===== src/rtl/execute_stage.sv =====
// execute_stage
//   EX stage of the 5-stage MIPS pipeline, fed by the ID/EX register.
//   Forwards operands, runs the ALU, selects the destination register and
//   computes the branch target. Results and the MEM/WB control bits are
//   captured in the EX/MEM register, which supports stall (hold) and flush
//   (bubble).
//
// Ports
//   clk, reset            rising-edge clock, synchronous active-high reset
//   stallM, flushM        EX/MEM hold / bubble controls (flush wins)
//   rd1E, rd2E            register-file operands from ID/EX
//   RtE, RdE              rt / rd specifiers
//   signimmE, pcplus4E    sign-extended immediate, PC+4
//   regwriteE, memtoregE, memwriteE, branchE   control bits passed to MEM
//   alucontrolE           ALU operation select
//   alusrcE, regdstE      SrcB and destination-register selects
//   forwardAE, forwardBE  operand forwarding selects
//   resultW               writeback result (forwarding source)
//   regwriteM, memtoregM, memwriteM, branchM, zeroM   registered control/flag
//   aluoutM, writedataM, writeregM, pcbranchM         registered data

module execute_stage #(
  parameter int WIDTH   = 32,
  parameter int REGBITS = 5
) (
  input  logic               clk,
  input  logic               reset,
  input  logic               stallM,
  input  logic               flushM,
  input  logic [WIDTH-1:0]   rd1E,
  input  logic [WIDTH-1:0]   rd2E,
  input  logic [REGBITS-1:0] RtE,
  input  logic [REGBITS-1:0] RdE,
  input  logic [WIDTH-1:0]   signimmE,
  input  logic [WIDTH-1:0]   pcplus4E,
  input  logic               regwriteE,
  input  logic               memtoregE,
  input  logic               memwriteE,
  input  logic               branchE,
  input  logic [2:0]         alucontrolE,
  input  logic               alusrcE,
  input  logic               regdstE,
  input  logic [1:0]         forwardAE,
  input  logic [1:0]         forwardBE,
  input  logic [WIDTH-1:0]   resultW,
  output logic               regwriteM,
  output logic               memtoregM,
  output logic               memwriteM,
  output logic               branchM,
  output logic               zeroM,
  output logic [WIDTH-1:0]   aluoutM,
  output logic [WIDTH-1:0]   writedataM,
  output logic [REGBITS-1:0] writeregM,
  output logic [WIDTH-1:0]   pcbranchM
);

  logic [WIDTH-1:0]   srca;
  logic [WIDTH-1:0]   writedatae;
  logic [WIDTH-1:0]   srcb;
  logic [WIDTH-1:0]   aluresult;
  logic [WIDTH-1:0]   pcbranche;
  logic [REGBITS-1:0] writerege;

  // Forwarding muxes. The MEM-stage source is our own registered aluoutM,
  // so during a stall the held value is what gets forwarded. Select 11 is
  // unused by the hazard unit and falls back to the register-file value.
  always_comb begin
    srca = rd1E;
    case (forwardAE)
      2'b01:   srca = resultW;
      2'b10:   srca = aluoutM;
      default: srca = rd1E;
    endcase
  end

  always_comb begin
    writedatae = rd2E;
    case (forwardBE)
      2'b01:   writedatae = resultW;
      2'b10:   writedatae = aluoutM;
      default: writedatae = rd2E;
    endcase
  end

  // Store data is always the forwarded B operand; the immediate only ever
  // feeds the ALU.
  assign srcb = alusrcE ? signimmE : writedatae;

  // ALU, WIDTH-bit wrapping arithmetic, no overflow detection.
  always_comb begin
    aluresult = '0;
    case (alucontrolE)
      3'b000: aluresult = srca & srcb;
      3'b001: aluresult = srca | srcb;
      3'b010: aluresult = srca + srcb;
      3'b011: aluresult = '0;
      3'b100: aluresult = srca & ~srcb;
      3'b101: aluresult = srca | ~srcb;
      3'b110: aluresult = srca - srcb;
      3'b111: aluresult = ($signed(srca) < $signed(srcb)) ?
                          {{(WIDTH-1){1'b0}}, 1'b1} : '0;
      default: aluresult = '0;
    endcase
  end

  // Word-offset branch target; the shifted-out immediate bits are dropped.
  assign pcbranche = pcplus4E + {signimmE[WIDTH-3:0], 2'b00};
  assign writerege = regdstE ? RdE : RtE;

  // EX/MEM register. Reset and flush both insert an all-zero bubble; a
  // flush also overrides a simultaneous stall.
  always_ff @(posedge clk) begin
    if (reset || flushM) begin
      regwriteM  <= 1'b0;
      memtoregM  <= 1'b0;
      memwriteM  <= 1'b0;
      branchM    <= 1'b0;
      zeroM      <= 1'b0;
      aluoutM    <= '0;
      writedataM <= '0;
      writeregM  <= '0;
      pcbranchM  <= '0;
    end else if (!stallM) begin
      regwriteM  <= regwriteE;
      memtoregM  <= memtoregE;
      memwriteM  <= memwriteE;
      branchM    <= branchE;
      zeroM      <= (aluresult == '0);
      aluoutM    <= aluresult;
      writedataM <= writedatae;
      writeregM  <= writerege;
      pcbranchM  <= pcbranche;
    end
  end

endmodule

===== config.mk =====
export PLATFORM = sky130hd
export DESIGN_NAME = execute_stage
export DESIGN_NICKNAME = d
export VERILOG_FILES = /design/src/rtl/execute_stage.sv
export SDC_FILE = /design/constraint.sdc
export NUM_CORES = 1
export LEC_CHECK = 0
export CAP_MARGIN = 20
export CORE_ASPECT_RATIO = 0.6
export CORE_UTILIZATION = 37
export DETAILED_ROUTE_END_ITERATION = 6
export DONT_BUFFER_PORTS = 1
export REMOVE_ABC_BUFFERS = 1
export SYNTH_ARGS = -nofsm -noshare
export SYNTH_HDL_FRONTEND = slang
export SYNTH_SLANG_ARGS = --single-unit

===== constraint.sdc =====
create_clock -name clk -period 6.6 [get_ports clk]
set_input_delay 1.65 -clock clk [delete_from_list [all_inputs] [get_ports clk]]
set_output_delay 1.65 -clock clk [all_outputs]
set_load 0.01 [all_outputs]

==> run_results.csv, run 1 <==
group,metric,value,unit
critical_path,crit_arrival,6.50,ns
layout,antenna_cells,0,
layout,drive_gt1_share,7.33,%
min_path,min_path_type,"register to register",
sta,maxSlewHeadroom,34.3,%
clock_tree,cts_resized,0,
sta,tightest_slew,0.986,ns
yosys,syn_inst,1645,
sta,period_needed,6.18,ns
clock_tree,htree_levels,3,
route,drtPass1Iterations,7,
clock_tree,cts_tree,"yes",
global_routing,grt_overflow,0,
route,drc_errors,1,
floorplan,start_util,37.6,%
route,vias_per_cell,6.28,
global_routing,antenna_found_initial,0,
power_and_ir_drop,intPower,1.44,mW
power_and_ir_drop,irDropWorstVdd,0.134,mV
clock_tree,post_cts.repair.setup_buffers,0,
floorplan,core,0.0312,mm²
yosys,yosysWarnings,0,
yosys,ys_seq_elements,106,
clock_tree,clk_latency,0.39,ns
yosys,synth-async-reset-ratio,0,%
global_routing,grt_max_degree,147,
sta,report.final.setup_viol,0,
critical_path,cp-start-kind,"input pin",
power_and_ir_drop,pwr-share-clk,22.0,%
global_routing,grt_pass1_vias,11863,
critical_path,path_class,"input pin to register",
power_and_ir_drop,power.density,208,mW/mm²
floorplan,die_height,140,µm
critical_path,cpMaxStageDelayCell,"nor4_1",
critical_path,cp-end-kind,"register",
route,finalWirelength,50600,µm
place,place_congestion,0.973,
critical_path,crit_fanout,11,
yosys,synth_edf_count,0,
route,num_vias,12724,
floorplan,dieArea,0.0324,mm²
sta,fin_worst_skew,0.0132,ns
yosys,synth.avg_cell_area,7.13,µm²
power_and_ir_drop,power_frac_comb,50.6,%
yosys,synthesis.area,0.0117,mm²
global_routing,grt_pass1_wl,74900,µm
floorplan,floorplan.rows,50,
yosys,synth_top_flop_cell,"dfxtp_1",
run_status,violations,"design-rule violations",
place,portBuffers,0,
sta,fin_tns_setup,0,ns
clock_tree,clock-sinks,106,
power_and_ir_drop,netSwitchingPower,1.16,mW
power_and_ir_drop,leakage,5.06,nW
global_routing,grt.total_usage,30.2,%
critical_path,cp_cell_sequence,"inv_1 > ha_1 > buf_4 > a221o_1 > o21ai_0 > o21ai_1 > inv_1 > ha_1 > nor2b_1 > o21ai_0 > nand2_1 > a211oi_1 > o211ai_1 > a211oi_1 > o211ai_1 > nor4_1 > and4_1 > and4b_1 > a31o_1",
yosys,seq_area_frac_synth,18.1,%
power_and_ir_drop,p_sw_share,44.7,%
route,wl_per_cell,25.0,µm
floorplan,die_w,232,µm
critical_path,slowest_delay,0.53,ns
layout,fin_cells,2025,
clock_tree,ctsHoldBuffers,0,
sta,rsz0062_at_grt,"false",
layout,area_growth,6.93,%
clock_tree,clk_pin_slew,0.08,ns
yosys,yosysUniqueCellTypes,87,
sta,max_freq,162,MHz
layout,nets,1890,
run,cap_violations,0,
floorplan,pin_count,293,
place,dp_cells,2009,
power_and_ir_drop,total_power,2.60,mW
power_and_ir_drop,pwr-share-seq,27.3,%
route,drtIter0Drc,1109,
sta,final_hold_viol_count,0,
clock_tree,clock_path_buffers,2,
clock_tree,root_buffer,"clkbuf_16",
place,dp_hpwl,39300,µm
run_status,status,"finished, violations left",
critical_path,rrSetupSlack,1.76,ns
critical_path,critPathRequiredTime,6.92,ns
clock_tree,cts_buffers,9,
layout,fillers,3358,
sta,finalMaxSlewViolations,0,
sta,fin_crit_sh,93.6,%
route,ant_nets,0,
cell families (layout without fill, tap and decap cells):
family                   after synthesis  after routing  share of synthesized area [%]
AO/OA/AOI/OAI                        581            581                           33.9
flip-flops                           106            106                           18.1
adder cells (fa/ha/maj)              117            117                           12.3
multiplexers                          27             27                           2.33
buffers and inverters                199            163                           6.89
AND/OR/NAND/NOR                      546            546                           21.3
XOR/XNOR                              69             69                           5.15
placed cells by master, fill, tap and decap left out, types with 37 or more instances in the layout:
| cell type | count |
|---|---|
| inv_1 | 79 |
| buf_4 | 61 |
| nand2_1 | 169 |
| dfxtp_1 | 106 |
| a22oi_1 | 37 |
| o21ai_0 | 104 |
| ha_1 | 95 |
| nor2_1 | 183 |
| a21oi_1 | 158 |
| xnor2_1 | 61 |
through the flow:
stage               hold slack, ns  utilization (%)  cell area (µm²)  setup slack (ns)
floorplan                    0.483                -            11200             0.598
global placement             0.494             39.3            12200             0.160
detailed placement           0.502             39.3            12200             0.167
CTS                          0.513             40.2            12500             0.567
global route                 0.532             40.2            12500             0.188
finish                       0.515             40.2            12500             0.421
final cells by class:
type	count	area [µm²]	area share (%)
clock inverters	6	56.3	0.449
repair buffers	62	478	3.81
multi-input cells	1340	8800	70.2
clock buffers	10	239	1.91
inverters	85	319	2.54
well taps	416	520	4.15
flip-flops and latches	106	2120	16.9
Yosys cell counts (7+ instances only):
master     count  area, µm²
a2111oi_0      7       61.3
a211oi_1      16        120
a21o_1        27        203
a21oi_1      158        791
a221o_1       23        230
a221oi_1      14        123
a22oi_1       37        278
a31oi_1       17        106
and2_1         8       50.1
and3_1        10       62.6
buf_1         14       52.6
buf_2         25        125
buf_4          8       60.1
clkbuf_1      67        251
dfxtp_1      106       2120
ha_1          96       1200
inv_1         79        297
maj3_1        15        150
mux2i_1       25        250
nand2_1      169        634
nand2b_1      19        119
nand3_1       35        175
nand4_1       17        106
nor2_1       184        691
nor2b_1       20        125
nor3_1        35        175
nor4_1        14       87.6
o211a_1       11        110
o211ai_1       9       67.6
o21a_1        11       82.6
o21ai_0      104        521
o21ai_1       25        125
o21bai_1      12       90.1
o31ai_1       24        180
o31ai_2        7       87.6
or3_1          9       56.3
xnor2_1       61        534
xor2_1         8       70.1
metal layers:
metal	up-vias	share of wire, %	track usage, %
met5	-	0	0
met4	0	1.9	7.41
met3	59	11	8.96
met2	677	42	44.2
met1	6053	46	43.0
li1	5935	-	-
power groups by stage:
stage                     registers [mW]  logic (mW)  clock network [mW]
after floorplan                    0.713       0.887                   0
after global placement             0.726        1.28                   0
after detailed placement           0.726        1.28                   0
after CTS                          0.711        1.28               0.580
after global routing               0.714        1.43               0.604
final                              0.711        1.32               0.573
registers in the layout (all words and copies together), names as in the netlist:
register	flops
aluoutM	32
branchM	1
memtoregM	1
memwriteM	1
pcbranchM	32
regwriteM	1
writedataM	32
writeregM	5
zeroM	1
critical path: cells and delay by family:
family | cells | cell delay, ns
AO/OA/AOI/OAI | 9 | 2.46
adder cells (fa/ha/maj) | 2 | 0.67
buffers and inverters | 3 | 0.34
AND/OR/NAND/NOR | 5 | 1.36
final timing paths:
check,from,endpoint,cells after the start
setup reg to reg,aluoutM[13],zeroM,16
setup / recovery,forwardBE[1],zeroM,19
hold / removal,pcbranchM[6],pcbranchM[6],2
hold reg to reg,pcbranchM[6],pcbranchM[6],2
(Power assumes the default switching activity.)
==> inputs of run 2 (changes only) <==
Settings changed: CAP_MARGIN 20 to 10.
Clock period 6.6 ns to 6.7 ns, I/O delays scaled along.
==> run 2 against run 1 <==
Against the previous run:
- the run now ends clean
- global-route usage is 0.068 points lower
- setup slack worse by 0.073 ns
- cell count is 0.40% lower
- critical path depth is 2 lower
- design area is 0.76% lower
- die area stayed put
- clock power is 2% lower
==> run_results.csv, run 2 (same netlist as run 1, synthesis figures left out) <==
group,metric,value,unit
min_path,hold_start,"pcbranchM[19]",
global_routing,grt_overflow,0,
sta,finalMaxSlewViolations,0,
layout,fillers,3321,
route,drtPass1Iterations,5,
route,vias_per_cell,6.39,
sta,maxSlewHeadroom,31.7,%
route,finalWirelength,50600,µm
layout,final_cell_mix,"nor2_1 (183), nand2_1 (169), a21oi_1 (158)",
place,place_congestion,1.03,
layout,area_growth,6.11,%
sta,period_needed,6.35,ns
global_routing,grt_pass1_wl,74800,µm
run,cap_violations,0,
layout,reg_top3,"aluoutM: 32 flops, pcbranchM: 32 flops, writedataM: 32 flops",
critical_path,worstSetupEndpoint,"zeroM",
critical_path,crit_arrival,6.69,ns
sta,max_freq,157,MHz
critical_path,cpMaxStageDelayCell,"ha_1",
route,ant_nets,0,
clock_tree,root_buffer,"clkbuf_16",
route,num_vias,12895,
critical_path,rrSetupSlack,1.79,ns
critical_path,cp_cell_sequence,"inv_1 > ha_1 > buf_4 > nor2b_1 > o31ai_4 > ha_1 > nor2_2 > nand3_1 > a41oi_1 > o221ai_1 > a221o_1 > nor4_1 > nand4_1 > nor4_1 > and4_1 > and4b_1 > a31o_1",
clock_tree,cts_buffers,9,
floorplan,die_height,140,µm
place,pre_cts_slack,0.278,ns
power_and_ir_drop,power.density,205,mW/mm²
floorplan,floorplan.rows,50,
route,wl_per_cell,25.1,µm
clock_tree,clk_pin_slew,0.09,ns
critical_path,timing.rr.start,"aluoutM[4]",
sta,tightest_slew,1.02,ns
global_routing,antenna_found_initial,4,
route,drc_errors,0,
clock_tree,htree_levels,3,
power_and_ir_drop,leakage,5.00,nW
critical_path,slowest_delay,0.54,ns
floorplan,dieArea,0.0324,mm²
global_routing,grt_pass1_vias,11728,
floorplan,pin_count,293,
critical_path,path_class,"input pin to register",
power_and_ir_drop,irDropWorstVdd,0.122,mV
min_path,min_path_type,"register to register",
global_routing,grt_max_degree,147,
place,dp_hpwl,39300,µm
clock_tree,ctsHoldBuffers,0,
run_status,status,"finished clean",
clock_tree,cts_tree,"yes",
critical_path,critPathRequiredTime,7.04,ns
critical_path,setup.worst_path.start,"forwardBE[0]",
clock_tree,clk_latency,0.39,ns
global_routing,grt.total_usage,30.2,%
clock_tree,clock-sinks,106,
floorplan,die_w,232,µm
clock_tree,clock_path_buffers,2,
sta,rsz0062_at_grt,"false",
floorplan,core,0.0312,mm²
sta,final_hold_viol_count,0,
sta,fin_tns_setup,0,ns
clock_tree,post_cts.repair.setup_buffers,0,
sta,fin_worst_skew,0.0157,ns
layout,drive_gt1_share,6.70,%
layout,nets,1879,
floorplan,start_util,37.6,%
critical_path,timing.rr.end,"zeroM",
route,drtIter0Drc,1486,
sta,fin_crit_sh,94.8,%
sta,report.final.setup_viol,0,
critical_path,cp-start-kind,"input pin",
sta,final.setup.worst_slack,0.348,ns
critical_path,rr_worst_depth,14,
clock_tree,cts_resized,0,
place,portBuffers,0,
critical_path,cp-end-kind,"register",
critical_path,crit_fanout,21,
layout,final_common_cell,"nor2_1",
[run 2: changes by cell type in the layout (fill, tap and decap cells not counted)]
cell	before	now
inv_8	2	1
inv_6	1	2
clkinv_2	0	1
clkinv_4	2	0
diode_2	0	3
buf_12	1	0
clkinvlp_4	1	2
buf_4	61	51
[run 2: per-layer routing]
metal | track usage, % | vias up | routed length, µm
met3 | 8.35 | 61 | 5910
li1 | - | 5923 | -
met5 | 0 | - | 0
met4 | 5.37 | 0 | 778
met1 | 43.7 | 6149 | 22600
met2 | 44.4 | 762 | 21200
[run 2: through the flow]
stage | instances | total power [mW] | util (%) | hold WS (ns) | cell area [µm²]
2_1_floorplan | 1531 | 1.58 | - | 0.483 | 11200
3_3_place_gp | 1998 | 1.96 | 39.0 | 0.496 | 12100
3_5_place_dp | 1998 | 1.96 | 39.0 | 0.498 | 12100
4_1_cts | 2014 | 2.53 | 39.9 | 0.510 | 12400
5_1_grt | 2015 | 2.69 | 39.9 | 0.524 | 12400
6_report | 2017 | 2.55 | 39.9 | 0.511 | 12400
[run 2: how the worst min path moves through the flow]
stage                    end  depth (start not counted)
2_1_floorplan  pcbranchM[12]                          2
3_3_place_gp   pcbranchM[27]                          2
3_5_place_dp   pcbranchM[19]                          2
4_1_cts        pcbranchM[19]                          2
5_1_grt        pcbranchM[27]                          2
6_report       pcbranchM[19]                          2
[run 2: power breakdown]
group	switching, mW	leakage [nW]	internal, mW	total (mW)
Sequential	0.0430	0.863	0.658	0.701
Combinational	0.809	4.00	0.475	1.28
Clock	0.295	0.137	0.268	0.563
Total	1.15	5.00	1.40	2.55
[run 2: worst max-delay path, delay by kind of cell]
family	cells	cell delay, ns
fa+ha+maj	2	0.93
simple gates	8	2.26
buf+inv	2	0.40
compound gates	5	1.43
[run 2: layout make-up]
type	instances	area (µm²)	area share, %
clock inverters	6	48.8	0.392
diodes	3	7.51	0.0603
multi-input cells	1340	8800	70.7
clock buffers	10	239	1.92
repair buffers	51	383	3.08
inverters	85	319	2.56
well taps	416	520	4.18
flip-flops and latches	106	2120	17.1
==> inputs of run 3 (changes only) <==
Settings changed: GPL_ROUTABILITY_DRIVEN set to 1, MAX_ROUTING_LAYER set to met4.
==> run 3 against run 2 <==
Against the previous run:
- routed wire length increased by 0.47%
- worst hold slack improved by 0.0044 ns
- clock skew is 0.0018 ns higher
- via count down 1.0%
- clock power is 6.9% higher
- cell count about the same
- sequential power is essentially flat
- sequential share of layout area is essentially flat
- critical path depth rose by 2
- critical endpoint unchanged
==> run_results.csv, run 3 (same netlist as run 1, synthesis figures left out) <==
group,metric,value,unit
route,wl_per_cell,25.2,µm
route,finalWirelength,50800,µm
route,vias_per_cell,6.34,
run_status,status,"finished clean",
sta,final_hold_viol_count,0,
clock_tree,cts_buffers,9,
floorplan,core,0.0312,mm²
clock_tree,clk_latency,0.39,ns
sta,report.final.setup_viol,0,
clock_tree,clk_pin_slew,0.09,ns
sta,finalMaxSlewViolations,0,
critical_path,cp_cell_sequence,"inv_1 > ha_1 > a221oi_1 > o31ai_2 > ha_1 > inv_1 > fa_1 > nand2b_1 > a211oi_2 > o2111ai_1 > o21ai_0 > buf_4 > a21oi_1 > o21ai_0 > xor2_1 > a2111oi_0 > buf_4 > and4b_1 > a31o_1",
global_routing,grt_pass1_wl,74600,µm
sta,fin_tns_setup,0,ns
clock_tree,clock-sinks,106,
global_routing,grt_max_degree,147,
global_routing,antenna_found_initial,2,
sta,fin_crit_sh,93.5,%
sta,max_freq,160,MHz
critical_path,critPathRequiredTime,7.04,ns
critical_path,cpMaxStageDelayCell,"a2111oi_0",
clock_tree,ctsHoldBuffers,0,
sta,tightest_slew,0.904,ns
clock_tree,htree_levels,3,
critical_path,slowest_delay,0.70,ns
layout,final_cell_mix,"nor2_1 (183), nand2_1 (169), a21oi_1 (158)",
critical_path,cp-start-kind,"input pin",
min_path,min_path_type,"register to register",
global_routing,grt_overflow,0,
layout,final_common_cell,"nor2_1",
critical_path,crit_arrival,6.60,ns
sta,holdWs,0.515,ns
route,ant_nets,0,
critical_path,crit_fanout,12,
floorplan,die_w,232,µm
global_routing,grt.total_usage,31.1,%
layout,reg_top3,"aluoutM: 32 flops, pcbranchM: 32 flops, writedataM: 32 flops",
floorplan,floorplan.rows,50,
layout,area_growth,6.27,%
sta,maxSlewHeadroom,39.6,%
sta,fin_worst_skew,0.0175,ns
floorplan,dieArea,0.0324,mm²
critical_path,crit_family,"compound AO/OA/AOI/OAI gates",
layout,drive_gt1_share,6.58,%
route,drc_errors,0,
run,cap_violations,0,
critical_path,crit_buf_inv,4,
clock_tree,post_cts.repair.setup_buffers,0,
place,place_congestion,0.980,
layout,nets,1877,
critical_path,cp-end-kind,"register",
floorplan,die_height,140,µm
place,dp_hpwl,39000,µm
floorplan,start_util,37.6,%
floorplan,pin_count,293,
sta,rsz0062_at_grt,"false",
clock_tree,clock_path_buffers,2,
power_and_ir_drop,irDropWorstVdd,0.121,mV
clock_tree,cts_resized,0,
route,drtPass1Iterations,6,
clock_tree,cts_tree,"yes",
critical_path,path_class,"input pin to register",
route,drtIter0Drc,1418,
route,num_vias,12766,
power_and_ir_drop,leakage,5.01,nW
place,portBuffers,0,
power_and_ir_drop,power.density,207,mW/mm²
global_routing,grt_pass1_vias,11689,
clock_tree,root_buffer,"clkbuf_16",
sta,period_needed,6.26,ns
==> run 3: changes by cell type in the layout (fill, tap and decap cells not counted) <==
cell,delta
buf_4,-3
clkinv_4,+2
inv_8,+1
clkinvlp_4,-2
inv_6,-1
bufinv_16,+1
buf_12,+1
clkbuf_8,-1
==> run 3: report_power, final <==
group          internal (mW)  switching (mW)  total, mW
combinational          0.474           0.803       1.28
clock                  0.299           0.303      0.602
sequential             0.658          0.0433      0.701
==> run 3: stage by stage <==
step	cell area [µm²]	setup slack [ns]	total power [mW]	util [%]	std cells
detailed placement	12100	0.191	1.95	39.0	1996
global placement	12100	0.258	1.96	39.0	1996
floorplan	11200	0.673	1.58	-	1531
finish	12500	0.435	2.58	40.0	2015
CTS	12500	0.582	2.56	40.0	2012
global route	12500	0.189	2.72	40.0	2014
==> run 3: final timing paths <==
| check | start | end | cells past startpoint | slack [ns] |
|---|---|---|---|---|
| setup / recovery | forwardBE[1] | zeroM | 19 | 0.44 |
| hold / removal | pcbranchM[27] | pcbranchM[27] | 2 | 0.51 |
| setup reg to reg | aluoutM[0] | zeroM | 17 | 1.75 |
| hold reg to reg | pcbranchM[27] | pcbranchM[27] | 2 | 0.51 |
==> run 3: per-layer routing <==
layer  wire length, µm  GRT usage, %
met5                 0             -
met4               966          6.44
met3              5100          7.04
met2             21700          45.7
met1             23100          43.0
==> run 3: cell type report <==
cell class | count | area, µm²
inverters | 85 | 319
multi-input cells | 1340 | 8800
repair buffers | 49 | 380
diodes | 3 | 7.51
fillers | 3313 | 18700
clock buffers | 9 | 225
clock inverters | 7 | 83.8
flip-flops and latches | 106 | 2120
well taps | 416 | 520
==> run 3: worst register-to-register path, stage by stage, from the launching register on <==
cell and delay, ns:
dfxtp_1 0.57, a221oi_1 0.18, o31ai_2 0.38, ha_1 0.26
inv_1 0.06, fa_1 0.39, nand2b_1 0.19, a211oi_2 0.32
o2111ai_1 0.35, o21ai_0 0.34, buf_4 0.16, a21oi_1 0.05
o21ai_0 0.27, xor2_1 0.12, a2111oi_0 0.70, buf_4 0.24
and4b_1 0.19, a31o_1 0.13
